[config.mk]
export PLATFORM = sky130hd
export DESIGN_NAME = sram_port_arbiter
export DESIGN_NICKNAME = d
export VERILOG_FILES = /design/src/rtl/sram_port_arbiter.sv
export SDC_FILE = /design/constraint.sdc
export NUM_CORES = 1
export LEC_CHECK = 0
export CAP_MARGIN = 20
export CORE_AREA = 5 5 224 226
export CTS_CLUSTER_DIAMETER = 40
export DETAILED_ROUTE_END_ITERATION = 10
export DIE_AREA = 0 0 229 231
export GPL_TIMING_DRIVEN = 0
export PLACE_DENSITY = 0.33
export SETUP_SLACK_MARGIN = 0.02
export SYNTH_ARGS = -nofsm -noshare
export SYNTH_HDL_FRONTEND = slang
export SYNTH_SLANG_ARGS = --single-unit
[constraint.sdc]
create_clock -name CLK -period 3 [get_ports CLK]
set_input_delay 0.75 -clock CLK [delete_from_list [all_inputs] [get_ports CLK]]
set_output_delay 0.75 -clock CLK [all_outputs]
set_load 0.05 [all_outputs]
[src/rtl/sram_port_arbiter.sv]
// sram_port_arbiter
// Front end for the single-port activation/psum SRAM. It arbitrates between a
// write requester and a read requester with a round-robin tie-break, and it
// contains a region-clear engine that zero-fills a contiguous (wrapping)
// address range. SRAM pins are active-low CEN/WEN and are driven
// combinationally so that each grant maps onto exactly one access in the same
// cycle.
module sram_port_arbiter #(
    parameter int ADDR_W  = 11,
    parameter int DATA_W  = 128,
    parameter bit RR_INIT = 1'b0
) (
    input  logic              CLK,
    input  logic              RESET_N,
    input  logic              wr_req,
    input  logic [ADDR_W-1:0] wr_addr,
    input  logic [DATA_W-1:0] wr_data,
    output logic              wr_gnt,
    input  logic              rd_req,
    input  logic [ADDR_W-1:0] rd_addr,
    output logic              rd_gnt,
    output logic              rd_valid,
    output logic [DATA_W-1:0] rd_data,
    input  logic              clr_start,
    input  logic [ADDR_W-1:0] clr_base,
    input  logic [ADDR_W:0]   clr_len,
    output logic              clr_busy,
    output logic              clr_done,
    output logic              sram_cen,
    output logic              sram_wen,
    output logic [ADDR_W-1:0] sram_a,
    output logic [DATA_W-1:0] sram_d,
    input  logic [DATA_W-1:0] sram_q
);

    typedef enum logic [1:0] {
        ST_IDLE  = 2'd0,
        ST_CLEAR = 2'd1,
        ST_DONE  = 2'd2
    } state_t;

    localparam logic [ADDR_W-1:0] ADDR_ONE = ADDR_W'(1);
    localparam logic [ADDR_W:0]   CNT_ONE  = (ADDR_W + 1)'(1);

    state_t              state_r;
    logic                rr_ptr_r;
    logic [ADDR_W-1:0]   clr_ptr_r;
    logic [ADDR_W:0]     clr_cnt_r;
    logic                clr_busy_r;
    logic                clr_done_r;
    logic                rd_valid_r;

    logic                arb_en_s;
    logic                contend_s;
    logic                wr_gnt_s;
    logic                rd_gnt_s;
    logic                cen_s;
    logic                wen_s;
    logic [ADDR_W-1:0]   a_s;
    logic [DATA_W-1:0]   d_s;

    // Decide whether grants may be issued this cycle and who wins.
    always_comb begin
        arb_en_s = 1'b0;
        if (!RESET_N) begin
            arb_en_s = 1'b0;
        end else begin
            case (state_r)
                ST_IDLE:  arb_en_s = !clr_start;  // a clear start pre-empts requesters
                ST_DONE:  arb_en_s = 1'b1;
                ST_CLEAR: arb_en_s = 1'b0;
                default:  arb_en_s = 1'b0;
            endcase
        end
        contend_s = wr_req && rd_req;
        wr_gnt_s  = arb_en_s && wr_req && (!rd_req || !rr_ptr_r);
        rd_gnt_s  = arb_en_s && rd_req && (!wr_req ||  rr_ptr_r);
    end

    // Map the active operation (clear, write grant, read grant) onto SRAM pins.
    always_comb begin
        cen_s = 1'b1;
        wen_s = 1'b1;
        a_s   = '0;
        d_s   = '0;
        if (RESET_N && (state_r == ST_CLEAR)) begin
            cen_s = 1'b0;
            wen_s = 1'b0;
            a_s   = clr_ptr_r;
            d_s   = '0;
        end else if (wr_gnt_s) begin
            cen_s = 1'b0;
            wen_s = 1'b0;
            a_s   = wr_addr;
            d_s   = wr_data;
        end else if (rd_gnt_s) begin
            cen_s = 1'b0;
            wen_s = 1'b1;
            a_s   = rd_addr;
            d_s   = '0;
        end else begin
            cen_s = 1'b1;
            wen_s = 1'b1;
            a_s   = '0;
            d_s   = '0;
        end
    end

    // Clear-engine FSM with registered busy/done flags.
    always_ff @(posedge CLK or negedge RESET_N) begin
        if (!RESET_N) begin
            state_r    <= ST_IDLE;
            clr_ptr_r  <= '0;
            clr_cnt_r  <= '0;
            clr_busy_r <= 1'b0;
            clr_done_r <= 1'b0;
        end else begin
            case (state_r)
                ST_IDLE: begin
                    clr_done_r <= 1'b0;
                    if (clr_start) begin
                        if (clr_len != '0) begin
                            state_r    <= ST_CLEAR;
                            clr_ptr_r  <= clr_base;
                            clr_cnt_r  <= clr_len;
                            clr_busy_r <= 1'b1;
                        end else begin
                            state_r    <= ST_DONE;
                            clr_done_r <= 1'b1;
                        end
                    end
                end
                ST_CLEAR: begin
                    // Pointer wraps naturally at the top of the address space.
                    clr_ptr_r <= clr_ptr_r + ADDR_ONE;
                    clr_cnt_r <= clr_cnt_r - CNT_ONE;
                    if (clr_cnt_r == CNT_ONE) begin
                        state_r    <= ST_DONE;
                        clr_busy_r <= 1'b0;
                        clr_done_r <= 1'b1;
                    end
                end
                ST_DONE: begin
                    state_r    <= ST_IDLE;
                    clr_done_r <= 1'b0;
                end
                default: begin
                    state_r    <= ST_IDLE;
                    clr_busy_r <= 1'b0;
                    clr_done_r <= 1'b0;
                end
            endcase
        end
    end

    // Round-robin pointer moves to the loser only on contended grant cycles.
    always_ff @(posedge CLK or negedge RESET_N) begin
        if (!RESET_N) begin
            rr_ptr_r <= RR_INIT;
        end else if (arb_en_s && contend_s) begin
            rr_ptr_r <= ~rr_ptr_r;
        end
    end

    // Read data is valid the cycle after the read grant.
    always_ff @(posedge CLK or negedge RESET_N) begin
        if (!RESET_N) begin
            rd_valid_r <= 1'b0;
        end else begin
            rd_valid_r <= rd_gnt_s;
        end
    end

    assign wr_gnt   = wr_gnt_s;
    assign rd_gnt   = rd_gnt_s;
    assign rd_valid = rd_valid_r;
    assign rd_data  = sram_q;
    assign clr_busy = clr_busy_r;
    assign clr_done = clr_done_r;
    assign sram_cen = cen_s;
    assign sram_wen = wen_s;
    assign sram_a   = a_s;
    assign sram_d   = d_s;

endmodule

==> flow_summary.toml, run 1 <==
[outcome]
status = "finished, final reports clean"

[synth]
ys_ff_latch = 29
synth-seq-area-share_pct = 18.60
syn_avg_cell_area_um2 = 7.622
synth_area_leader_cell = "buf_4"
netlist.area_leader.share_pct = 24.62
synth_area_leaders = "buf_4, and2_1, dfrtp_1"
synthArstFlopShare_pct = 100.0
ys.flop_type = "dfrtp_1"
yosys_warnings = 0
syn_inst = 512
syn-num-nets = 821
ys_types = 52
synth_edf_count = 0
syn-cell-area_um2 = 3902

[worst_setup_path]
crit_path_max_incr_delay_ns = 0.30
worstSetupPathType = "input port to output port"
crit_chain = "buf_6, nor2b_4, a2111oi_4, buf_6, buf_12, clkbuf_16, a222oi_1, inv_1, buf_6"
worstPathRequired_ns = 2.25
startpoint_type = "input port"
reg2reg_depth = 4
crit_path_frequent_cell = "buf_6"
rr_endpoint = "clr_busy"
cp.buffers_inverters = 6
cpLargestDelayFamily = "buffers and inverters"
worst_path_max_delay_cell = "a222oi_1"
reg2reg_from = "clr_cnt_r[4]"
end_kind = "output port"
cp_max_fo = 7
r2r_slack_ns = 0.98
arrival_ns = 2.15

[timing]
min_period_ns = 2.900
setup_viol = 0
hold_viol_final = 0
fmax_mhz = 344.8
relSlewSlack_pct = 41.04
post-route-period-util_pct = 96.66
drv_slew = 0
tightest_slew_ns = 0.8763
rsz0062_at_grt = "yes"
skew_ns = 0.004488
tns_ns = 0

[clock_tree]
ctsHoldBuffers = 0
htreeDepth = 2
clock-sinks = 29
path_clk_slew_ns = 0.05
cts_buffers = 5
cts_tree = "yes"
clockBufferDepth = 2
clock_latency_ns = 0.28
cts_root_buffer = "clkbuf_16"

[global_routing]
met2_usage_pct = 19.81
use_met1_pct = 10.90
grt_most_used_layer = "met2"
grtUsageMet3_pct = 3.431
grt_max_degree = 17
grt_pass1_wl_um = 39920
track_usage_pct = 10.14
grt_pass1_vias = 5243
antenna_found_initial = 4
gr-total-overflow = 0

[power_and_ir_drop]
p_leak_uw = 0.004271
power.internal_uw = 1817
power.density_nw_per_um2 = 336.0
clockPowerShare_pct = 18.5
swShare_pct = 44.51
p_comb_share_pct = 57.3
fin_total_pwr_uw = 3274
pwr-share-seq_pct = 24.3
ir_worst_vdd_uv = 240.2
p_sw_uw = 1457

[drt]
drt_iter0_drc = 162
vias = 5222
detail_route.wl_per_cell_um = 18.56
vias_per_cell = 3.260
dr.pass1.iters = 5
drc = 0
detail-route-antenna-nets = 0
wl_um = 29740

[cells_and_area]
syn_to_final_growth_pct = 149.7
finalNonFillerCells = 1602
final_util_pct = 20.24
nets = 1287
layout-drive-gt1-share_pct = 35.44

[die]
die_area_um2 = 52900
io_pins = 580
initial_utilization_pct = 8.107
rows = 81
die_w_um = 229
core_um2 = 48140
die_h_um = 231

[placed_design]
hpwl_um = 25850
io_buffer_count = 451
place_inst = 1585
gp_congestion = 0.7399

[run]
cap_violations = 0

[min_path]
min_path_type = "input port to async pin"
-- worst reg2reg max path, cell delays in order (launching register included) --
cell	delay [ns]
dfrtp_1	0.45
nor4_1	0.75
and3_1	0.40
a2bb2oi_1	0.18
o22ai_1	0.09
-- routing by layer --
layer,wire [um],vias up,part of all wire (%)
li1,-,2540,-
met1,10670,2379,36
met2,16410,285,55
met3,2487,14,8.4
met4,143,4,0.48
met5,21,-,0.071
-- metrics by stage --
stage / instance area [um2] / hold slack [ns] / setup slack, ns
6_report: 9744 / 0.2739 / 0.1002
5_1_grt: 9742 / 0.2703 / -0.001634
4_1_cts: 9428 / 0.2712 / 0.02283
3_5_place_dp: 9210 / 0.4694 / -2.032
3_3_place_gp: 9215 / 0.4687 / -3.093
2_1_floorplan: 3923 / 0.4503 / 0.01173
-- logic make-up after synthesis --
logic type | after synthesis | share of synthesized area [%]
xor+xnor | 1 | 0.2245
flops | 29 | 18.60
fa+ha+maj | 3 | 0.9619
buf+inv | 180 | 30.33
compound gates | 90 | 17.67
mux | 1 | 0.2565
simple gates | 208 | 31.97
-- state kept, by name (all words and copies together) (netlist names) --
signal     cells
clr_busy       1
rd_valid       1
clr_ptr_r     11
state_r        2
clr_done       1
rr_ptr_r       1
clr_cnt_r     12
-- cell usage after synthesis, types with 4 or more instances --
cell type	instances
o22ai_1	5
a21oi_1	21
a222oi_1	11
nor2_1	10
o31ai_1	4
buf_2	4
nand3_1	8
a21oi_2	5
o21ai_0	15
or4_1	7
inv_1	23
and2_1	129
nor3_1	9
clkbuf_1	22
and3_1	4
buf_4	128
a2bb2oi_1	4
nand2_1	16
nor4_1	8
dfrtp_1	29
-- worst max path at each step --
stage          startpoint          end  slack, ns  depth (start not counted)
2_1_floorplan   clr_start  sram_d[120]       0.01                          5
3_3_place_gp      RESET_N    sram_a[1]      -3.09                          8
3_5_place_dp      RESET_N    sram_a[1]      -2.03                          8
4_1_cts            rd_req    sram_a[2]       0.02                          8
5_1_grt           RESET_N   sram_d[32]     -0.002                          8
6_report        clr_start    sram_a[5]       0.10                          9
-- cells in the final DEF (no fill, tap or decap), types with 4 or more instances in the layout --
| cell type | n |
|---|---|
| a21oi_1 | 21 |
| a21oi_2 | 5 |
| a222oi_1 | 11 |
| a2bb2oi_1 | 4 |
| and2_1 | 116 |
| and2_2 | 8 |
| and2_4 | 5 |
| and3_1 | 4 |
| buf_2 | 5 |
| buf_4 | 167 |
| buf_6 | 112 |
| buf_8 | 8 |
| clkbuf_1 | 9 |
| clkbuf_16 | 6 |
| clkbuf_8 | 5 |
| clkdlybuf4s50_1 | 304 |
| dfrtp_1 | 29 |
| inv_1 | 21 |
| nand2_1 | 16 |
| nand3_1 | 8 |
| nor2_1 | 9 |
| nor3_1 | 8 |
| nor4_1 | 8 |
| o21ai_0 | 15 |
| o22ai_1 | 5 |
| o31ai_1 | 4 |
| or4_1 | 7 |
-- what timing repair did --
item | 4_1_cts | 5_1_grt
pin swaps | 3 | 2
endpoints found under the hold margin | 0 | 0
cloned | 2 | 1
endpoints found under the setup margin | 143 | 135
buffers inserted | 4 | 1
gates resized for setup | 959 | 91
-- power groups by stage --
stage,logic (uW),clock network [uW],registers [uW]
global route,2010,636,838
CTS,1890,627,801
finish,1870,604,795
floorplan,1130,0,765
detailed placement,1870,0,807
global placement,1870,0,805
-- area by class of cell --
| cell class | count | area (um2) |
|---|---|---|
| Sequential cell | 29 | 725.7 |
| Fill cell | 5357 | 38400 |
| Antenna cell | 1 | 2.502 |
| Clock buffer | 7 | 142.6 |
| Inverter | 23 | 86.33 |
| Tap cell | 622 | 778.2 |
| Timing Repair Buffer | 459 | 4679 |
| Buffer | 157 | 1249 |
| Clock inverter | 1 | 30.03 |
| Multi-Input combinational cell | 303 | 2051 |
Note: power is estimated with default switching activity, not from simulation.
==> run 2: changes to the inputs <==
Settings changed: REMOVE_ABC_BUFFERS from default to 1.
==> run 2 against run 1 <==
Effect of this change: clock skew about the same; global-route usage increased by 9.0 points; total power decreased by 21%; non-clock buffer count decreased by 245; clock power decreased by 14%; via count decreased by 2.2%; sequential power increased by 7.5%; first-iteration DRC count increased by 140%; cell area decreased by 21%; die area unchanged.
==> flow_summary.toml, run 2 (same netlist as run 1, synthesis figures left out) <==
[outcome]
status = "finished, final reports clean"

[power_and_ir_drop]
p_leak_uw = 0.003272
power.density_nw_per_um2 = 337.0
ir_worst_vdd_uv = 234.7

[drt]
detail-route-antenna-nets = 0
dr.pass1.iters = 5
wl_um = 53770
vias_per_cell = 3.763
vias = 5107
drt_iter0_drc = 385
drc = 0
detail_route.wl_per_cell_um = 39.62

[worst_setup_path]
crit_chain = "buf_16, nand2b_4, a2111oi_4, buf_6, buf_12, buf_12, buf_12, buf_8, a222oi_1, inv_1, buf_6"
end_kind = "output port"
arrival_ns = 2.23
r2r_slack_ns = 1.07
worstPathRequired_ns = 2.25
cp_max_fo = 7
crit_path_max_incr_delay_ns = 0.36
startpoint_type = "input port"
worstSetupPathType = "input port to output port"
worst_path_max_delay_cell = "a2111oi_4"
crit_path_frequent_cell = "buf_12"

[cells_and_area]
layout_commonest_cell = "clkdlybuf4s50_1"
n_fill_cell = 5474
syn_to_final_growth_pct = 96.25
nets = 1043
finalInstanceArea_um2 = 7659
largest_reg_flops = 12
top_register = "clr_cnt_r"
final_cell_mix = "clkdlybuf4s50_1, and2_1, buf_4"
layout-drive-gt1-share_pct = 35.01
reg_top3 = "clr_cnt_r x12, clr_ptr_r x11, state_r x2"

[die]
die_h_um = 231
initial_utilization_pct = 8.107
io_pins = 580
rows = 81
die_area_um2 = 52900
die_w_um = 229
core_um2 = 48140

[global_routing]
gr-total-overflow = 0
grt_pass1_wl_um = 64860
track_usage_pct = 19.16
grt_pass1_vias = 4842
grt_max_degree = 26
antenna_found_initial = 39

[timing]
tns_ns = 0
setup_viol = 0
drv_slew = 0
post-route-period-util_pct = 99.25
relSlewSlack_pct = 48.00
skew_ns = 0.004845
hold_viol_final = 0
rsz0062_at_grt = "yes"
fin_ws_ns = 0.02262
fmax_mhz = 335.9
min_period_ns = 2.977
holdWs_ns = 0.4013
tightest_slew_ns = 0.7729

[placed_design]
placed_area_um2 = 7008
hpwl_um = 46030
place_ws_ns = -1.970
gp_congestion = 0.7334
io_buffer_count = 323

[clock_tree]
htreeDepth = 2
clock-sinks = 29
cts_buffers = 5
cts_tree = "yes"
clockBufferDepth = 2
path_clk_slew_ns = 0.06
clock_latency_ns = 0.28
cts_root_buffer = "clkbuf_16"

[min_path]
min_path_type = "input port to async pin"

[run]
cap_violations = 0
run 2: cell types whose count changed in the layout (fill, tap and decap cells not counted), moves of 10 or more:
cell | before | now
clkdlybuf4s50_1 | 304 | 176
buf_4 | 167 | 60
buf_6 | 112 | 16
and2_4 | 5 | 35
buf_2 | 5 | 35
buf_8 | 8 | 32
and2_1 | 116 | 95
clkdlybuf4s15_2 | 2 | 20
buf_12 | 1 | 12
clkbuf_4 | 1 | 11
run 2: worst max-delay path, delay by kind of cell:
kind | cells | cell delay, ns
AO/OA/AOI/OAI | 2 | 0.42
AND/OR/NAND/NOR | 1 | 0.06
buffers and inverters | 8 | 0.96
run 2: timing repair:
| item | in CTS | in global routing |
|---|---|---|
| setup endpoints to repair | 143 | 117 |
| pin swaps | 11 | 15 |
| setup buffers | 23 | 8 |
| hold buffers | 0 | 0 |
| resized for setup | 842 | 76 |
| cloned | 7 | 0 |
run 2: cell type report:
class                           count  area (um2)  area share, %
Timing Repair Buffer              371        3801          49.63
Sequential cell                    29       730.7          9.541
Tap cell                          622       778.2          10.16
Antenna cell                        1       2.502        0.03267
Inverter                           23       88.84          1.160
Multi-Input combinational cell    304        2115          27.61
Clock buffer                        7       142.6          1.862
run 2: worst paths after layout:
check                                 to           from  cells after the start
setup / recovery               sram_a[8]        RESET_N                     11
hold / removal              clr_ptr_r[0]        RESET_N                      1
setup reg to reg            clr_cnt_r[8]   clr_cnt_r[0]                      6
hold reg to reg            clr_cnt_r[10]  clr_cnt_r[10]                      1
max in group asynchronous     state_r[1]        RESET_N                      2
min in group CLK           clr_cnt_r[10]  clr_cnt_r[10]                      1
run 2: routing by layer:
| layer | up-vias | routed length [um] | part of all wire, % | global-route usage [%] |
|---|---|---|---|---|
| li1 | 2051 | - | - | - |
| met1 | 2330 | 17850 | 33 | 18.79 |
| met2 | 604 | 24350 | 45 | 31.02 |
| met3 | 106 | 10080 | 19 | 17.29 |
| met4 | 16 | 894 | 1.7 | 1.391 |
| met5 | - | 590 | 1.1 | 7.537 |
run 2: where the power goes:
part	leakage (uW)	internal [uW]	total, uW	switching, uW
Sequential	0.000335	565	855	290
Clock	0.0000700	326	520	194
Combinational	0.00287	592	1210	614
Total	0.00327	1480	2580	1100
run 2: metrics by stage:
stage	util (%)	cells	power, uW
after detailed placement	14.56	1313	2064
after global routing	15.91	1357	2761
after floorplan	-	355	1431
after CTS	15.66	1350	2601
final	15.91	1357	2581
after global placement	14.16	1300	2047
